**config.mk**
```make
export PLATFORM = sky130hd
export DESIGN_NAME = fetch_unit_flat
export DESIGN_NICKNAME = d
export VERILOG_FILES = /design/src/rtl/cpu_pkg.sv /design/src/rtl/fetch_unit_if.sv /design/src/rtl/return_stack.sv /design/src/rtl/fetch_unit.sv /design/src/flat_wrapper.sv
export SDC_FILE = /design/constraint.sdc
export NUM_CORES = 2
export LEC_CHECK = 0
export ABC_AREA = 0
export CORE_AREA = 2 2 247 371
export DETAILED_ROUTE_END_ITERATION = 16
export DIE_AREA = 0 0 249 373
export DONT_BUFFER_PORTS = 1
export PLACE_DENSITY = 0.88
export REMOVE_ABC_BUFFERS = 1
export SLEW_MARGIN = 20
export SYNTH_ARGS = -nofsm -noshare
export SYNTH_HDL_FRONTEND = slang
export SYNTH_SLANG_ARGS = --single-unit
```
**constraint.sdc**
```tcl
create_clock -name clk -period 7.3 [get_ports clk]
set_input_delay 1.46 -clock clk [delete_from_list [all_inputs] [get_ports clk]]
set_output_delay 1.46 -clock clk [all_outputs]
set_load 0.02 [all_outputs]
```
**src/rtl/cpu_pkg.sv**
```systemverilog
// Shared types and defaults for the instruction fetch slice: next-PC command
// encodings, fetch FSM states and memory/stack sizing.
package cpu_pkg;

  localparam int IMEM_DEPTH_DEF  = 32;
  localparam int STACK_DEPTH_DEF = 8;
  localparam int XLEN            = 32;

  typedef enum logic [1:0] {
    NPC_SEQ    = 2'b00,
    NPC_JUMP   = 2'b01,
    NPC_BRANCH = 2'b10,
    NPC_RET    = 2'b11
  } npc_sel_e;

  typedef enum logic [1:0] {
    FETCH     = 2'd0,
    HOLD      = 2'd1,
    WAIT_NEXT = 2'd2
  } fetch_state_e;

  // Offsets are unsigned; the add wraps modulo 2^XLEN.
  function automatic logic [XLEN-1:0] pc_offset(input logic [XLEN-1:0] pc,
                                                input logic [XLEN-1:0] off);
    return pc + off;
  endfunction

endpackage

```
**src/rtl/fetch_unit_if.sv**
```systemverilog
// Bundle of the loader write port, the decode handshake, the next-PC command
// and the return-stack status between the fetch unit and its neighbours.
interface fetch_unit_if;

  logic        imem_we;
  logic [4:0]  imem_waddr;
  logic [31:0] imem_wdata;

  logic [31:0] ir;
  logic [31:0] pc_out;
  logic        ir_valid;
  logic        ir_ready;

  logic        npc_valid;
  logic [1:0]  npc_sel;
  logic [23:0] imm24;
  logic [13:0] imm14;
  logic        push;
  logic        pop;

  logic        stack_full;
  logic        stack_empty;
  logic        overflow;
  logic        underflow;

  modport master (
    output imem_we, imem_waddr, imem_wdata, ir_ready,
           npc_valid, npc_sel, imm24, imm14, push, pop,
    input  ir, pc_out, ir_valid, stack_full, stack_empty, overflow, underflow
  );

  modport slave (
    input  imem_we, imem_waddr, imem_wdata, ir_ready,
           npc_valid, npc_sel, imm24, imm14, push, pop,
    output ir, pc_out, ir_valid, stack_full, stack_empty, overflow, underflow
  );

endinterface

```
**src/rtl/return_stack.sv**
```systemverilog
// Return-address stack: push writes stack[sp] then bumps sp, pop drops sp and
// dout presents the entry below sp combinationally. Error flags are sticky.
module return_stack #(
  parameter int STACK_DEPTH = 8,
  parameter int DATA_W      = 32,
  localparam int SP_W       = $clog2(STACK_DEPTH + 1),
  localparam int IDX_W      = $clog2(STACK_DEPTH)
) (
  input  logic              clk,
  input  logic              reset,
  input  logic              push,
  input  logic              pop,
  input  logic [DATA_W-1:0] din,
  output logic [DATA_W-1:0] dout,
  output logic [SP_W-1:0]   sp,
  output logic              full,
  output logic              empty,
  output logic              overflow,
  output logic              underflow
);

  logic [DATA_W-1:0] stack_q [STACK_DEPTH];
  logic [SP_W-1:0]   sp_q, sp_d;
  logic              ovf_q, ovf_d;
  logic              unf_q, unf_d;
  logic              we;

  assign full  = (sp_q == SP_W'(STACK_DEPTH));
  assign empty = (sp_q == '0);

  // Simultaneous push and pop is treated as a protocol error: no movement.
  always_comb begin
    sp_d  = sp_q;
    ovf_d = ovf_q;
    unf_d = unf_q;
    we    = 1'b0;
    if (push && pop) begin
      ovf_d = 1'b1;
      unf_d = 1'b1;
    end else if (push) begin
      if (full) begin
        ovf_d = 1'b1;
      end else begin
        we   = 1'b1;
        sp_d = sp_q + SP_W'(1);
      end
    end else if (pop) begin
      if (empty) begin
        unf_d = 1'b1;
      end else begin
        sp_d = sp_q - SP_W'(1);
      end
    end
  end

  always_ff @(posedge clk) begin
    if (reset) begin
      sp_q  <= '0;
      ovf_q <= 1'b0;
      unf_q <= 1'b0;
    end else begin
      sp_q  <= sp_d;
      ovf_q <= ovf_d;
      unf_q <= unf_d;
    end
  end

  always_ff @(posedge clk) begin
    if (we) stack_q[IDX_W'(sp_q)] <= din;
  end

  assign dout      = stack_q[IDX_W'(sp_q - SP_W'(1))];
  assign sp        = sp_q;
  assign overflow  = ovf_q;
  assign underflow = unf_q;

endmodule

```
**src/rtl/fetch_unit.sv**
```systemverilog
// Instruction fetch: reads imem at the PC, hands the word to decode with a
// valid/ready handshake, then waits for the next-PC command.
module fetch_unit
  import cpu_pkg::*;
#(
  parameter int IMEM_DEPTH  = IMEM_DEPTH_DEF,
  parameter int STACK_DEPTH = STACK_DEPTH_DEF
) (
  input  logic         clk,
  input  logic         reset,
  fetch_unit_if.slave  bus
);

  localparam int IDX_W = $clog2(IMEM_DEPTH);
  localparam int SP_W  = $clog2(STACK_DEPTH + 1);

  logic [XLEN-1:0] imem [IMEM_DEPTH];

  fetch_state_e    state_q, state_d;
  logic [XLEN-1:0] pc_q, pc_d;
  logic [XLEN-1:0] ir_q, ir_d;
  logic [XLEN-1:0] pc_out_q, pc_out_d;
  logic            ir_valid_q, ir_valid_d;

  logic            stk_push, stk_pop, pop_ok;
  logic [XLEN-1:0] stk_dout;
  logic [SP_W-1:0] stk_sp;
  logic            stk_full, stk_empty, stk_ovf, stk_unf;
  logic            cmd_fire;
  npc_sel_e        sel;

  // Loader port; not reset so program contents survive a core reset.
  always_ff @(posedge clk) begin
    if (bus.imem_we) imem[bus.imem_waddr[IDX_W-1:0]] <= bus.imem_wdata;
  end

  assign sel      = npc_sel_e'(bus.npc_sel);
  assign cmd_fire = (state_q == WAIT_NEXT) && bus.npc_valid;
  assign pop_ok   = bus.pop && !bus.push && (stk_sp != '0);

  always_ff @(posedge clk) begin
    if (reset) begin
      state_q    <= FETCH;
      pc_q       <= '0;
      ir_q       <= '0;
      pc_out_q   <= '0;
      ir_valid_q <= 1'b0;
    end else begin
      state_q    <= state_d;
      pc_q       <= pc_d;
      ir_q       <= ir_d;
      pc_out_q   <= pc_out_d;
      ir_valid_q <= ir_valid_d;
    end
  end

  always_comb begin
    state_d = state_q;
    unique case (state_q)
      FETCH:     state_d = HOLD;
      HOLD:      if (ir_valid_q && bus.ir_ready) state_d = WAIT_NEXT;
      WAIT_NEXT: if (bus.npc_valid) state_d = FETCH;
      default:   state_d = FETCH;
    endcase
  end

  // The memory read sees the pre-edge array, so a same-cycle write to the
  // fetched address returns the old word.
  always_comb begin
    ir_d       = ir_q;
    pc_out_d   = pc_out_q;
    ir_valid_d = ir_valid_q;
    pc_d       = pc_q;
    stk_push   = 1'b0;
    stk_pop    = 1'b0;
    unique case (state_q)
      FETCH: begin
        ir_d       = imem[pc_q[IDX_W-1:0]];
        pc_out_d   = pc_q;
        ir_valid_d = 1'b1;
      end
      HOLD: begin
        if (ir_valid_q && bus.ir_ready) ir_valid_d = 1'b0;
      end
      WAIT_NEXT: begin
        if (cmd_fire) begin
          stk_push = bus.push;
          stk_pop  = bus.pop;
          unique case (sel)
            NPC_SEQ:    pc_d = pc_offset(pc_q, 32'd1);
            NPC_JUMP:   pc_d = pc_offset(pc_q, {8'd0, bus.imm24});
            NPC_BRANCH: pc_d = pc_offset(pc_q, {18'd0, bus.imm14});
            NPC_RET:    pc_d = pop_ok ? pc_offset(stk_dout, 32'd1)
                                      : pc_offset(pc_q, 32'd1);
            default:    pc_d = pc_offset(pc_q, 32'd1);
          endcase
        end
      end
      default: ;
    endcase
  end

  return_stack #(
    .STACK_DEPTH (STACK_DEPTH),
    .DATA_W      (XLEN)
  ) u_return_stack (
    .clk       (clk),
    .reset     (reset),
    .push      (stk_push),
    .pop       (stk_pop),
    .din       (pc_q),
    .dout      (stk_dout),
    .sp        (stk_sp),
    .full      (stk_full),
    .empty     (stk_empty),
    .overflow  (stk_ovf),
    .underflow (stk_unf)
  );

  assign bus.ir          = ir_q;
  assign bus.pc_out      = pc_out_q;
  assign bus.ir_valid    = ir_valid_q;
  assign bus.stack_full  = stk_full;
  assign bus.stack_empty = stk_empty;
  assign bus.overflow    = stk_ovf;
  assign bus.underflow   = stk_unf;

endmodule

```
**src/flat_wrapper.sv**
```systemverilog
// flat-port wrapper written by rule: the top's interface ports become plain ports
module fetch_unit_flat import cpu_pkg::*;
#(
  parameter int IMEM_DEPTH  = IMEM_DEPTH_DEF,
  parameter int STACK_DEPTH = STACK_DEPTH_DEF
)
  (clk, reset, bus_imem_we, bus_imem_waddr, bus_imem_wdata, bus_ir_ready, bus_npc_valid, bus_npc_sel, bus_imm24, bus_imm14, bus_push, bus_pop, bus_ir, bus_pc_out, bus_ir_valid, bus_stack_full, bus_stack_empty, bus_overflow, bus_underflow);
  fetch_unit_if bus_i ();
  input  logic clk;
  input  logic reset;
  input wire logic [$bits(bus_i.imem_we)-1:0] bus_imem_we;
  input wire logic [$bits(bus_i.imem_waddr)-1:0] bus_imem_waddr;
  input wire logic [$bits(bus_i.imem_wdata)-1:0] bus_imem_wdata;
  input wire logic [$bits(bus_i.ir_ready)-1:0] bus_ir_ready;
  input wire logic [$bits(bus_i.npc_valid)-1:0] bus_npc_valid;
  input wire logic [$bits(bus_i.npc_sel)-1:0] bus_npc_sel;
  input wire logic [$bits(bus_i.imm24)-1:0] bus_imm24;
  input wire logic [$bits(bus_i.imm14)-1:0] bus_imm14;
  input wire logic [$bits(bus_i.push)-1:0] bus_push;
  input wire logic [$bits(bus_i.pop)-1:0] bus_pop;
  output wire logic [$bits(bus_i.ir)-1:0] bus_ir;
  output wire logic [$bits(bus_i.pc_out)-1:0] bus_pc_out;
  output wire logic [$bits(bus_i.ir_valid)-1:0] bus_ir_valid;
  output wire logic [$bits(bus_i.stack_full)-1:0] bus_stack_full;
  output wire logic [$bits(bus_i.stack_empty)-1:0] bus_stack_empty;
  output wire logic [$bits(bus_i.overflow)-1:0] bus_overflow;
  output wire logic [$bits(bus_i.underflow)-1:0] bus_underflow;
  assign bus_i.imem_we = bus_imem_we;
  assign bus_i.imem_waddr = bus_imem_waddr;
  assign bus_i.imem_wdata = bus_imem_wdata;
  assign bus_i.ir_ready = bus_ir_ready;
  assign bus_i.npc_valid = bus_npc_valid;
  assign bus_i.npc_sel = bus_npc_sel;
  assign bus_i.imm24 = bus_imm24;
  assign bus_i.imm14 = bus_imm14;
  assign bus_i.push = bus_push;
  assign bus_i.pop = bus_pop;
  assign bus_ir = bus_i.ir;
  assign bus_pc_out = bus_i.pc_out;
  assign bus_ir_valid = bus_i.ir_valid;
  assign bus_stack_full = bus_i.stack_full;
  assign bus_stack_empty = bus_i.stack_empty;
  assign bus_overflow = bus_i.overflow;
  assign bus_underflow = bus_i.underflow;
  fetch_unit #(.IMEM_DEPTH(IMEM_DEPTH), .STACK_DEPTH(STACK_DEPTH)) u_core (.clk(clk), .reset(reset), .bus(bus_i));
endmodule
```
# ---- Yosys cells after proc, flatten, opt, wreduce, memory -nomap -nowiden
# Memory sizes are Yosys's and may differ from the RTL's. A register that Yosys moved wholly into a read port is not among the register bits.
# Index checks and enable logic that the tools add are counted.
dict set report word_totals {
  ramBits 1280
  ff_bits 73
  elab_cells 78
  out_inout_bits 69
  n_memories 2
  inputBits 84
}
# name words width read_ports rd_clocked_by_memory_dff write_ports line_no
set mem_list {}
lappend mem_list {u_core.imem 32 32 1 1 1 fetch_unit.sv:17} ;# logic [XLEN-1:0] imem [IMEM_DEPTH];
lappend mem_list {u_core.u_return_stack.stack_q 8 32 1 0 1 return_stack.sv:22} ;# logic [DATA_W-1:0] stack_q [STACK_DEPTH];
dict set report classes {
  addsub 6
  mux 29
  n_eq_ne 11
  n_bitwise 1
  n_reduce_logical 22
}
# operator n
set ops {}
lappend ops {{32-bit one-hot mux with 4 select lines} 1}
lappend ops {{32-bit by 1-bit adder with 32-bit output, second input constant} 2}
lappend ops {{32-bit by 14-bit adder with 32-bit output} 1}
lappend ops {{32-bit by 24-bit adder with 32-bit output} 1}
lappend ops {{32-bit 2-to-1 mux} 1}
lappend ops {{1-bit 2-to-1 mux} 19}
lappend ops {{4-bit 2-to-1 mux} 4}
lappend ops {{2-bit nonzero test} 6}
lappend ops {{2-bit AND reduction} 4}
lappend ops {{2-bit equality test, second input constant} 3}
lappend ops {{2-bit by 1-bit inequality test with 1-bit output, second input constant} 3}
lappend ops {{2-bit one-hot mux with 3 select lines} 1}
lappend ops {{1-bit logical AND} 5}
lappend ops {{4-bit by 1-bit adder with 4-bit output, second input constant} 1}
lappend ops {{2-bit by 1-bit equality test with 1-bit output, second input constant} 2}
lappend ops {{4-bit equality test, second input constant} 1}
lappend ops {{2-bit zero test} 2}
lappend ops {{4-bit zero test} 1}
lappend ops {{2-bit 2-to-1 mux} 2}
lappend ops {{2-bit inequality test, second input constant} 2}
lappend ops {{4-bit AND reduction} 1}
lappend ops {{4-bit nonzero test} 1}
lappend ops {{4-bit by 1-bit subtractor with 4-bit output, second input constant} 1}
lappend ops {{3-bit AND reduction} 1}
lappend ops {{3 further kinds} 3}

# ---- Logic depth before layout (Yosys ltp)
dict set report logic_depth {
  word_depth 8
  depth_mapped 20
  ltp_nobuf 13
}

# ---- By module
# From an unflattened synthesis, not the netlist that was laid out.
dict set report unflattened {
  hier_cells 2916
  area_unflattened_um2 55854.8
}
# mod area_per_inst_um2 seq_area_each_um2 cells_per_inst n_inst
set modules_own_cells {}
lappend modules_own_cells {fetch_unit 45846.5 32731.4 2491 1}
lappend modules_own_cells {return_stack 10008.3 7807.5 425 1}

# ---- Worst setup path after synthesis
# Ideal clock, no wire load.
dict set report synth_timing {
  path_type {input-to-reg}
  from {input bus_npc_valid}
  to {memory u_core.u_return_stack.stack_q[0][0], enable pin}
  t_arrival_ns 5.195
  t_required_ns 6.839
  setup_ns 0.461
  setup_slack_ns 1.644
  cell_stages 8
  path_buffers 1
  cell_sequence {and3b_1 > clkbuf_1 > nand2_1 > clkinv_1 > ha_1 > or2_2 > or3_1 > nor3_1}
}
dict set report synth_via {
  elab_chain_cells 7
  word_cells_on_any_way 10
  classes_between {8 x mux; 2 x reduce/logical}
}
# element line_no
set synth_lines {}
lappend synth_lines {{start: declaration} flat_wrapper.sv:15} ;# input wire logic [$bits(bus_i.npc_valid)-1:0] bus_npc_valid;
lappend synth_lines {{1-bit logical AND (*)} fetch_unit.sv:38} ;# assign cmd_fire = (state_q == WAIT_NEXT) && bus.npc_valid;
lappend synth_lines {{1-bit 2-to-1 mux} fetch_unit.sv:86} ;# if (cmd_fire) begin
lappend synth_lines {{1-bit 2-to-1 mux} fetch_unit.sv:76} ;# unique case (state_q)
lappend synth_lines {{1-bit 2-to-1 mux or 1-bit logical AND (tied branches)} {return_stack.sv:40, return_stack.sv:37}}
lappend synth_lines {{1-bit 2-to-1 mux (*)} return_stack.sv:37} ;# if (push && pop) begin
lappend synth_lines {{1-bit 2-to-1 mux (*)} return_stack.sv:69} ;# if (we) stack_q[IDX_W'(sp_q)] <= din;
lappend synth_lines {{1-bit 2-to-1 mux (not written as such) (*)} return_stack.sv:69}
lappend synth_lines {{end: declaration} return_stack.sv:22}
# Mark *: on every way between the ends. The rest lies on a longest branch, timed or not.

# ---- Worst setup path after layout
dict set report layout_timing {
  from {register u_core.u_return_stack.sp_q[0] (netlist: u_core.u_return_stack.sp[0])}
  to {register u_core.pc_q[31]}
}
dict set report layout_via {
  elab_chain_cells 5
  word_cells_on_any_way 7
  classes_between {2 x add/sub; 2 x mux; 2 x reduce/logical; 1 x memory}
}
# element line_no
set layout_lines {}
lappend layout_lines {{start: declaration} return_stack.sv:23} ;# logic [SP_W-1:0] sp_q, sp_d;
lappend layout_lines {{start signal: assignment} return_stack.sv:62} ;# sp_q <= sp_d;
lappend layout_lines {{4-bit by 1-bit subtractor with 4-bit output} return_stack.sv:72} ;# assign dout = stack_q[IDX_W'(sp_q - SP_W'(1))];
lappend layout_lines {{memory read 8 x 32 bit} n/a}
lappend layout_lines {{32-bit by 1-bit adder with 32-bit output} cpu_pkg.sv:25} ;# return pc + off;
lappend layout_lines {{32-bit 2-to-1 mux (*)} fetch_unit.sv:93} ;# NPC_RET: pc_d = pop_ok ? pc_offset(stk_dout, 32'd1)
lappend layout_lines {{32-bit one-hot mux with 4 select lines (*)} fetch_unit.sv:89} ;# unique case (sel)
lappend layout_lines {{end signal: assignment} fetch_unit.sv:50} ;# pc_q <= pc_d;
lappend layout_lines {{end: declaration} fetch_unit.sv:20} ;# logic [XLEN-1:0] pc_q, pc_d;
# Marked as above.
# A chain may end at the register's enable or synchronous reset.

==> impl_metrics.env <==
export IMPL_path_delay_family="compound AO/OA/AOI/OAI gates"
export IMPL_worst_path_buf_inv=1
export IMPL_die_height_um=373
export IMPL_wirelength_um=153000
export IMPL_rsz0062_at_grt="false"
export IMPL_io_pins=153
export IMPL_ys_ff_latch=1385
export IMPL_synth_seq_area_share=0.722
export IMPL_nets=3086
export IMPL_finalCritPeriodShare=0.674
export IMPL_grt_overflow_total=0
export IMPL_ir_drop_mv=0.304
export IMPL_min_path_type="reg -> reg"
export IMPL_power_density_nw_per_um2=251
export IMPL_worstSetupStartpointType="register"
export IMPL_place_gp_congestion=0.928
export IMPL_status="completed"
export IMPL_ys_warn_count=0
export IMPL_cts_tree="done"
export IMPL_grt_pass1_vias=31830
export IMPL_clock_skew_ps=67.3
export IMPL_cpPeakStageDelay_ps=1010
export IMPL_area_delta_synth_final_pct=9.98
export IMPL_grt_pass1_wl_um=220000
export IMPL_vias_per_cell=7.31
export IMPL_numPortBuffers=0
export IMPL_n_fill_cell=5081
export IMPL_yosys_area_top_type="edfxtp_1"
export IMPL_async_flop_share=0
export IMPL_synth_compound_area_frac=0.0374
export IMPL_leakagePower_nw=19.2
export IMPL_grtUsageMet3=0.0602
export IMPL_syn_area_per_cell_um2=19.1
export IMPL_drive_above_1_share=0.230
export IMPL_post_route_util=0.689
export IMPL_cts_root_buf="clkbuf_16"
export IMPL_ys_flop_type="edfxtp_1"
export IMPL_maxCapViolations=0
export IMPL_finalSetupViolations=0
export IMPL_htree_levels=3
export IMPL_core_um2=89700
export IMPL_synth_top_family_by_area="multiplexers"
export IMPL_required_ps=7900
export IMPL_initial_core_util=0.626
export IMPL_antenna_found_initial=3
export IMPL_finalHoldWorstSlack_ps=554
export IMPL_cts_made_buffers=116
export IMPL_grt_util_met2=0.573
export IMPL_synth_mux_area_frac=0.167
export IMPL_drt_wirelength_per_cell_um=36.0
export IMPL_post_cts_resized=0
export IMPL_period_minus_slack_ps=4920
export IMPL_dieArea_um2=92900
export IMPL_fmax_mhz=203
export IMPL_synth_most_common_cell="edfxtp_1"
export IMPL_ctsHoldBuffers=0
export IMPL_grt_busiest_layer="met2"
export IMPL_clockBufferDepth=3
export IMPL_worstSetupPathType="reg -> reg"
export IMPL_worst_pin_slew_ps=1090
export IMPL_grtUsageTotal=0.332
export IMPL_slew_headroom=0.272
export IMPL_slew_viol_final=0
export IMPL_synth_edf_count=1280
export IMPL_end_kind="register"
export IMPL_synth_xor_area_frac=0.0106
export IMPL_use_met1=0.398
export IMPL_die_width_um=249
export IMPL_synth_adder_area_share=0.00815
export IMPL_syn_area_um2=56200
export IMPL_clock_sinks=1385
export IMPL_drtPass1Iterations=6
export IMPL_grt_max_degree=163
export IMPL_postRouteAntennaNets=0
export IMPL_insertion_delay_ps=760
export IMPL_path_cells="inv_1 > ha_2 > mux4_2 > nand4_4 > a222oi_1 > o2111ai_2 > nor3_1 > xnor2_1 > a221oi_1 > a21oi_1"
export IMPL_yosys_top_cells_area="edfxtp_1 (68%), mux4_2 (15%), dfxtp_1 (3.7%)"
export IMPL_ys_top_cells_by_count="edfxtp_1 (1280), mux4_2 (378), nand2_1 (183), nor2_1 (125), clkbuf_1 (115)"
export IMPL_first_iter_violations=4344
export IMPL_core_rowCount=135
export IMPL_num_vias=30973
export IMPL_hold_violations=0
export IMPL_arrival_ps=5520
export IMPL_netlist_instances=2946
export IMPL_synth_top_area_frac=0.684
export IMPL_ys_types=73
export IMPL_post_dp_hpwl_um=80800
export IMPL_slowest_stage="a222oi_1"
export IMPL_cts_setup_buffers=0
export IMPL_post_synth_and_or_nand_nor_area_fraction=0.0415
export IMPL_worst_path_max_fanout=35
export IMPL_drc=0
export IMPL_clkSlewWorstSetupHoldPaths_ps=70
==> cells in the final DEF (no fill, tap or decap), drive strengths merged, types with 25 or more instances in the layout <==
master     n
edfxtp  1280
mux4     384
nand2    183
clkbuf   147
nor2     126
dfxtp    105
a21oi     99
buf       66
mux2i     54
clkinv    53
nand3     50
o21ai     50
xnor2     44
a211oi    42
ha        35
inv       25
==> final cells by class <==
| cell class | instances | area [um2] | share of cell area |
|---|---|---|---|
| multi-input combinational | 1374 | 15200 | 0.246 |
| timing repair buffer | 66 | 596 | 0.00964 |
| clock inverter | 75 | 795 | 0.0129 |
| sequential | 1385 | 40600 | 0.657 |
| inverter | 23 | 86.3 | 0.00140 |
| tap | 1164 | 1460 | 0.0236 |
| antenna | 3 | 7.51 | 0.000122 |
| clock buffer | 147 | 3090 | 0.0500 |
==> worst min-delay path, stage by stage (launching register included) <==
cell and delay [ps]:
dfxtp_1 380, nand2_1 80, a21oi_1 50
==> logic make-up after synthesis <==
family                     Yosys count
DFF                               1385
xor gates and xnor gates            67
adders and majority gates           36
buffers and inverters              187
AOI/OAI and AO/OA                  322
muxes                              453
and+or+nand+nor                    496
==> layer usage <==
| metal | vias to the layer above | part of all wire | wire (um) |
|---|---|---|---|
| met4 | 0 | 0.062 | 9460 |
| met5 | - | 0 | 0 |
| met1 | 15859 | 0.32 | 49200 |
| li1 | 12143 | - | - |
| met3 | 549 | 0.096 | 14700 |
| met2 | 2422 | 0.52 | 79200 |
==> final timing paths <==
check | cells after the start | end | slack, ps | start
worst max-delay path | 10 | u_core.pc_q[31] | 2380 | u_core.u_return_stack.sp[0]
worst min-delay path | 2 | u_core.bus.pc_out[21] | 550 | u_core.bus.pc_out[21]
worst max register to register | 10 | u_core.pc_q[31] | 2380 | u_core.u_return_stack.sp[0]
worst min register to register | 2 | u_core.bus.pc_out[21] | 550 | u_core.bus.pc_out[21]
==> per-stage QoR <==
stage	cells	total power, mW	instance area (um2)	setup slack [ps]	setup TNS, ps
6_report	4237	15.5	61800	2380	0
5_1_grt	4236	15.8	61800	2180	0
4_1_cts	4228	15.5	61600	2410	0
3_5_place_dp	4006	9.26	57800	1920	0
3_3_place_gp	4006	9.24	57800	2010	0
2_1_floorplan	2782	9.17	55500	-5950	-378610
==> power breakdown <==
part | internal [mW] | switching [mW]
clock | 3.43 | 2.97
combinational | 0.118 | 0.196
sequential | 8.72 | 0.0734
total | 12.3 | 3.24
==> sequential cells by signal, indices dropped and copies added (netlist names) <==
register and cells:
u_core.imem 1024, u_core.pc_q 32, u_core.u_return_stack.overflow 1, u_core.u_return_stack.stack_q 256, u_core.bus.ir 32, u_core.bus.pc_out 32, u_core.u_return_stack.sp 4, u_core.u_return_stack.underflow 1
u_core.state_q 2, u_core.bus.ir_valid 1
Note: power is estimated with default switching activity, not from simulation.
